[src/rtl/hazard_scoreboard.sv]
// ============================================================================
// Module      : hazard_scoreboard
// Description : Per-register write scoreboard that stalls decode on RAW
//               hazards, freezes the pipeline on data-memory wait and counts
//               stall cycles. Define HAZARD_SCOREBOARD_FWD_EN when the
//               datapath forwards EX/MEM results into EX.
// Revision    : 1.0 - initial release
// ============================================================================
`default_nettype none

module hazard_scoreboard #(
    parameter int NREGS  = 32,
    parameter int REGW   = 5,
    parameter int WB_LAT = 3,
    parameter int PERFW  = 16
) (
    input  logic             CLK,
    input  logic             nRST,
    input  logic             iss_valid,
    input  logic [REGW-1:0]  iss_rs,
    input  logic [REGW-1:0]  iss_rt,
    input  logic             iss_use_rs,
    input  logic             iss_use_rt,
    input  logic             iss_wen,
    input  logic [REGW-1:0]  iss_dest,
    input  logic             iss_load,
    input  logic             iss_flush,
    input  logic             mem_wait,
    output logic             stall,
    output logic             freeze,
    output logic             issued,
    output logic [1:0]       state,
    output logic [PERFW-1:0] stall_cycles
);

    localparam int CW = $clog2(WB_LAT + 1);
    localparam logic [CW-1:0]    c_lat      = CW'(WB_LAT);
    localparam logic [CW-1:0]    c_cnt_one  = CW'(1);
    localparam logic [PERFW-1:0] c_perf_one = PERFW'(1);

    typedef enum logic [1:0] {
        ST_RUN    = 2'd0,
        ST_HAZ    = 2'd1,
        ST_FREEZE = 2'd2
    } state_t;

    generate
        if (WB_LAT < 2 || WB_LAT > 7) begin : g_bad_wb_lat
            $error("hazard_scoreboard: WB_LAT must be in 2..7");
        end
        if ((1 << REGW) < NREGS) begin : g_bad_regw
            $error("hazard_scoreboard: REGW too narrow for NREGS");
        end
    endgenerate

    state_t           r_state;
    state_t           w_state_nxt;
    logic [CW-1:0]    r_cnt [NREGS];
    logic [PERFW-1:0] r_stall_cycles;

    logic w_rs_rdy;
    logic w_rt_rdy;
    logic w_live;
    logic w_hazard;
    logic w_stall;
    logic w_issued;
    logic w_alloc;

`ifdef HAZARD_SCOREBOARD_FWD_EN
    localparam logic [CW-1:0] c_lat_m1 = CW'(WB_LAT - 1);
    logic [NREGS-1:0] r_ld;

    // A forwarded producer is usable unless it is a load still in EX.
    assign w_rs_rdy = (iss_rs == '0) || (r_cnt[iss_rs] == '0) ||
                      !r_ld[iss_rs] || (r_cnt[iss_rs] <= c_lat_m1);
    assign w_rt_rdy = (iss_rt == '0) || (r_cnt[iss_rt] == '0) ||
                      !r_ld[iss_rt] || (r_cnt[iss_rt] <= c_lat_m1);
`else
    logic w_unused_load;
    assign w_unused_load = iss_load;

    assign w_rs_rdy = (iss_rs == '0) || (r_cnt[iss_rs] == '0);
    assign w_rt_rdy = (iss_rt == '0) || (r_cnt[iss_rt] == '0);
`endif

    assign w_live   = iss_valid && !iss_flush;
    assign w_hazard = w_live && ((iss_use_rs && !w_rs_rdy) ||
                                 (iss_use_rt && !w_rt_rdy));
    assign w_stall  = w_hazard || mem_wait;
    assign w_issued = w_live && !w_stall;
    assign w_alloc  = w_issued && iss_wen && (iss_dest != '0);

    assign freeze       = mem_wait;
    assign stall        = w_stall;
    assign issued       = w_issued;
    assign state        = r_state;
    assign stall_cycles = r_stall_cycles;

    // Entry 0 is only ever cleared by reset, so $0 always reads as ready.
    always_ff @(posedge CLK or negedge nRST) begin
        if (!nRST) begin
            for (int r = 0; r < NREGS; r++) begin
                r_cnt[r] <= '0;
            end
`ifdef HAZARD_SCOREBOARD_FWD_EN
            r_ld <= '0;
`endif
        end else if (!mem_wait) begin
            for (int r = 1; r < NREGS; r++) begin
                if (r_cnt[r] != '0) begin
                    r_cnt[r] <= r_cnt[r] - c_cnt_one;
                end
`ifdef HAZARD_SCOREBOARD_FWD_EN
                if (r_cnt[r] == c_cnt_one) begin
                    r_ld[r] <= 1'b0;
                end
`endif
            end
            // Newest writer overrides the countdown of an older one.
            if (w_alloc) begin
                r_cnt[iss_dest] <= c_lat;
`ifdef HAZARD_SCOREBOARD_FWD_EN
                r_ld[iss_dest]  <= iss_load;
`endif
            end
        end
    end

    always_comb begin
        w_state_nxt = ST_RUN;
        if (mem_wait) begin
            w_state_nxt = ST_FREEZE;
        end else if (w_hazard) begin
            w_state_nxt = ST_HAZ;
        end
    end

    always_ff @(posedge CLK or negedge nRST) begin
        if (!nRST) begin
            r_state        <= ST_RUN;
            r_stall_cycles <= '0;
        end else begin
            r_state <= w_state_nxt;
            if (w_stall && (r_stall_cycles != {PERFW{1'b1}})) begin
                r_stall_cycles <= r_stall_cycles + c_perf_one;
            end
        end
    end

endmodule

`default_nettype wire

[config.mk]
export PLATFORM = sky130hd
export DESIGN_NAME = hazard_scoreboard
export DESIGN_NICKNAME = d
export VERILOG_FILES = /design/src/rtl/hazard_scoreboard.sv
export SDC_FILE = /design/constraint.sdc
export NUM_CORES = 1
export LEC_CHECK = 0
export ABC_AREA = 1
export BUFFER_PORTS_ARGS = -buffer_cell sky130_fd_sc_hd__buf_2
export CAP_MARGIN = 30
export CORE_ASPECT_RATIO = 0.5
export CORE_MARGIN = 5
export CORE_UTILIZATION = 25
export CTS_BUF_LIST = sky130_fd_sc_hd__clkbuf_4 sky130_fd_sc_hd__clkbuf_8 sky130_fd_sc_hd__clkbuf_16
export CTS_CLUSTER_SIZE = 8
export DETAILED_ROUTE_END_ITERATION = 8
export SYNTH_ARGS = -nofsm -noshare
export SYNTH_HDL_FRONTEND = slang
export SYNTH_SLANG_ARGS = --single-unit
[constraint.sdc]
create_clock -name CLK -period 2.1 [get_ports CLK]
set_input_delay 0.21 -clock CLK [delete_from_list [all_inputs] [get_ports CLK]]
set_output_delay 0.21 -clock CLK [all_outputs]
set_load 0.005 [all_outputs]
* Word-level counts from Yosys, hierarchy flattened
Cells that the tools add are included.
** Word-level totals
- Register bits :: 82
- Input bits :: 24
** Cells by class
- Add/sub/neg operators :: 32
- Magnitude comparators :: 4
- Eq/ne operators :: 1
- Mux-type cells :: 73
- Bitwise logic cells :: 5
- Reduce and logical (&&, ||, !) cells :: 54
** Operator list (number)
- 2-bit two-way mux :: 68
- 64-bit bitwise OR :: 1
- 62-bit two-way mux :: 1
- 2-bit nonzero test :: 31
- 2-bit by 1-bit subtractor with 2-bit output, second input constant :: 31
- 2-bit binary-select mux with 5-bit select :: 2
- 6-bit greater-or-equal comparator, second input constant :: 3
- 5-bit inverter with 6-bit output :: 3
- 16-bit by 1-bit adder with 16-bit output, second input constant :: 1
- 16-bit inequality test, second input constant :: 1
- 2-bit demux with 5-bit select :: 1
- 5-bit zero test :: 2
- 1-bit logical AND :: 9
- 6-bit by 1-bit less-than comparator with 1-bit output, second input constant :: 1
- 5-bit nonzero test :: 1
- 1-bit zero test :: 4
- 2-bit zero test :: 2
- 1-bit logical OR :: 4
- 2-bit AND reduction :: 1
- 1-bit two-way mux :: 1
- 1-bit inverter :: 1

* Depth between registers and ports, before layout
- Word-level depth :: 16
- Gate-level depth with buffers :: 18

* Worst setup path after synthesis
OpenSTA, ideal clock, no wires.
- Path kind :: register to register
- Start point :: reg r_stall_cycles[0] (netlist: stall_cycles[0])
- End point :: reg r_stall_cycles[10] (netlist: stall_cycles[10])
- Library setup time :: 0.117 ns
- Arrival :: 1.699 ns
- Setup slack :: 0.284 ns
- Cell stages (with the launch flop) :: 10
- Clock period less this slack :: 1.816 ns
- Cells stage by stage :: dfrtp_1 -> ha_1 -> nand3_1 -> nor2_1 -> nand2_1 -> nor2_1 -> nand3_1 -> clkbuf_1 -> nand3_1 -> nand2_1
** Between the ends
- Cells in the longest elaborated chain, start to end :: 2
** Ends and longest elaborated chain
- start, declared :: line 59 : logic [PERFW-1:0] r_stall_cycles;
- start signal, assigned :: line 145 : r_stall_cycles <= r_stall_cycles + c_perf_one;
- parallel branches: the longest is 2 deep, another holds 16-bit by 1-bit adder with 16-bit output
Several ways; the timed one is not identified.
A chain may end at the register's enable or synchronous reset.

* Final worst setup path
- Start point :: reg r_cnt[0] (netlist bit)
- End point :: out stall
** Between the ends
- Cells in the longest elaborated chain, start to end :: 10
** Ends and longest elaborated chain
- start, declared :: line 58 : logic [CW-1:0] r_cnt [NREGS];
- start signal, assigned by index :: line 111 : r_cnt[r] <= r_cnt[r] - c_cnt_one;
- start signal, assigned by index :: line 121 : r_cnt[iss_dest] <= c_lat;
- 2-bit binary-select mux with 5-bit select (on tied branches) :: line 82, 83
- 2-bit two-way mux (on tied branches) (2 in series) :: line 82, 83
- 2-bit zero test (on tied branches) :: line 82, 83
- 1-bit logical OR (on tied branches) :: line 82, 83
- 1-bit zero test (on tied branches) :: line 87, 88
- 1-bit logical AND (on tied branches) :: line 87, 88
- 1-bit logical OR * :: line 87 : assign w_hazard = w_live && ((iss_use_rs && !w_rs_rdy) ||
- 1-bit logical AND * :: line 87
- 1-bit logical OR * :: line 89 : assign w_stall = w_hazard || mem_wait;
- end, declared :: line 29 : output logic stall,
Mark *: on every way between the ends. The rest lies on a longest branch, timed or not. The select of a mux whose other input is x is not followed.

==> flow_summary.ini <==
[run_status]
status = finished, final reports clean

[sta]
setup_slack_ns = 0.0903
maxSlewHeadroom = 0.535
drv_slew = 0
clock.fmax_ghz = 0.498
finClkSkew_ns = 0.0131
hold_violations = 0
worst_slew_pin_slew_ns = 0.692
worst_hold_slack_ns = 0.0627
fin_setup_tns_ns = 0
setup_viol = 0
finalCritPeriodShare = 0.957
rsz0062_at_grt = true
fin_crit_ns = 2.01

[final_layout]
drive_above_1_share = 0.148
n_antenna_cell = 0
fin_nets = 701
postLayoutCoreUtil = 0.313
fin_cells = 915
postLayoutCellArea_um2 = 5530
syn_to_final_growth_pct = 21.4

[route]
initialDrtViolationCount = 289
avgViaCountPerCell = 4.67
drt-wirelength-per-cell_um = 13.2
vias = 4271
wirelength_mm = 12.0
drt_pass1_iterations = 5
drc_errors = 0
ant_nets = 0

[grt]
grt_pass1_wl_mm = 20.4
overflow = 0
grt_max_degree = 98
antenna_found_initial = 0
grt_pass1_vias = 4073
groute.usage.overall = 0.116

[synthesis]
synth.area.top_cells = dfrtp_1, nand2_1, nand3_1
syn_inst = 624
yosys_warnings = 0
seq_area_frac_synth = 0.439
synth-edff-count = 0
synth_cell_types = 26
synthMostInstantiatedCell = nand2_1
async_flop_share = 1.00
synth-seq-cells = 80
synth_top_cell_by_area = dfrtp_1
yosys-top-cells-count = nand2_1, dfrtp_1, nand3_1
syn_area_um2 = 4560
ys.flop_type = dfrtp_1
syn_nets = 649
synth_top_area_frac = 0.439
avgSynthCellArea_um2 = 7.31

[setup_path]
end_kind = output port
reg2reg_depth = 14
rrSetupSlack_ns = 0.16
criticalPathCategory = register to output port
timing.rr.start = r_cnt[0]$_DFFE_PN0N_
cp_max_fo = 4
crit_path_start = r_cnt[0]$_DFFE_PN0N_
reg2reg_to = stall_cycles[0]$_DFFE_PN0P_
crit_required_ns = 1.89
startpoint_type = register
critPathArrivalTime_ns = 1.80

[power_and_ir_drop]
p_clk_frac = 0.469
p_per_area_nw_per_um2 = 717
p_comb_frac = 0.116
internal-power_mw = 2.93
p_leak_nw = 2.96
p_total_mw = 3.97
power.switching_mw = 1.04
ir_drop_v = 0.000410
sequentialPowerShare = 0.415
switching_share = 0.261

[place]
pre_cts_ws_ns = 0.115
placed_cell_area_um2 = 5100
placedCellCount = 897
place.gp.congestion = 0.916
dp_hpwl_mm = 8.65
portBuffers = 43

[hold_path]
min_from = mem_wait
hold_depth = 1
holdPathEnd = state[1]$_DFF_PN0_
hp-class = input pin to register

[clocking]
numClockSinks = 80
cts_root_buf = clkbuf_16
clk_latency_ns = 0.34
clkTransAtPathRegs_ns = 0.07
h-tree-depth = 3
clock_path_buffers = 2
cts_tree = done
cts_inserted_buffers = 9

[die]
initial_core_util = 0.258
row_count = 34
die_width_um = 201
core-area_um2 = 17700
die_area_um2 = 21200
ioPinCount = 45
die_y_um = 105

[run]
drv_cap = 0
power groups by stage:
stage	logic, mW	registers, mW	clock network [mW]
after floorplan	0.264	1.67	0
after global placement	0.451	1.68	0
after detailed placement	0.458	1.68	0
after CTS	0.463	1.65	1.89
after global routing	0.532	1.66	1.96
final	0.461	1.65	1.86
placed cells by master (no fill, tap or decap), types with 22 or more instances in the layout:
master and instances:
nand2_1 169, dfrtp_1 80, nand3_1 78, nor2_1 55
inv_1 45, buf_2 42, a21oi_1 40, o21ai_0 39
nor3_1 28, nor3b_1 22
kinds of logic (layout without fill, tap and decap cells):
kind of cell    after synthesis  after routing  synth area share
simple gates                373            373             0.367
compound gates               85             85            0.0939
flops                        80             80             0.439
xor+xnor                     14             14            0.0269
buf+inv                      71            128            0.0700
fa+ha+maj                     1              1           0.00274
sequential cells by signal, indices dropped and copies added (netlist names):
signal,flops
r_cnt,62
stall_cycles,16
state,2
layout make-up:
| class | count | area (um^2) |
|---|---|---|
| Sequential cell | 80 | 2000 |
| Tap cell | 234 | 293 |
| Fill cell | 1863 | 12100 |
| Inverter | 50 | 188 |
| Clock inverter | 7 | 128 |
| Clock buffer | 9 | 225 |
| Timing Repair Buffer | 62 | 400 |
| Multi-Input combinational cell | 473 | 2300 |
worst max-delay path by stage:
stage,to,cells after the start
after floorplan,stall_cycles[10]$_DFFE_PN0P_,9
after global placement,stall_cycles[14]$_DFFE_PN0P_,18
after detailed placement,stall_cycles[12]$_DFFE_PN0P_,18
after CTS,stall,13
after global routing,stall,13
final,stall,11
worst max-delay path, stage by stage, from the launching register on:
cell      delay (ns)
dfrtp_1         0.40
nor2_1          0.23
o211ai_1        0.11
nand2_1         0.10
nand2_1         0.07
nand2_1         0.06
nand3_1         0.07
nand3_2         0.09
nand2_2         0.07
nand2_4         0.07
nand2_4         0.06
buf_2           0.13
layer usage:
layer	wire length, um	up-vias	share of wire	GRT usage
li1	-	2148	-	-
met1	5780	2012	0.48	0.159
met2	5600	99	0.47	0.187
met3	486	12	0.040	0.0233
met4	170	0	0.014	0.0348
met5	0	-	0	0
timing repair:
| action | CTS | global route |
|---|---|---|
| endpoints found under the hold margin | 38 | 0 |
| buffers inserted | 1 | 0 |
| pin swaps | 4 | 8 |
| gates resized for setup | 7 | 10 |
| hold buffers | 1 | 0 |
| endpoints found under the setup margin | 2 | 26 |
Power figures use the tool's default switching activity.
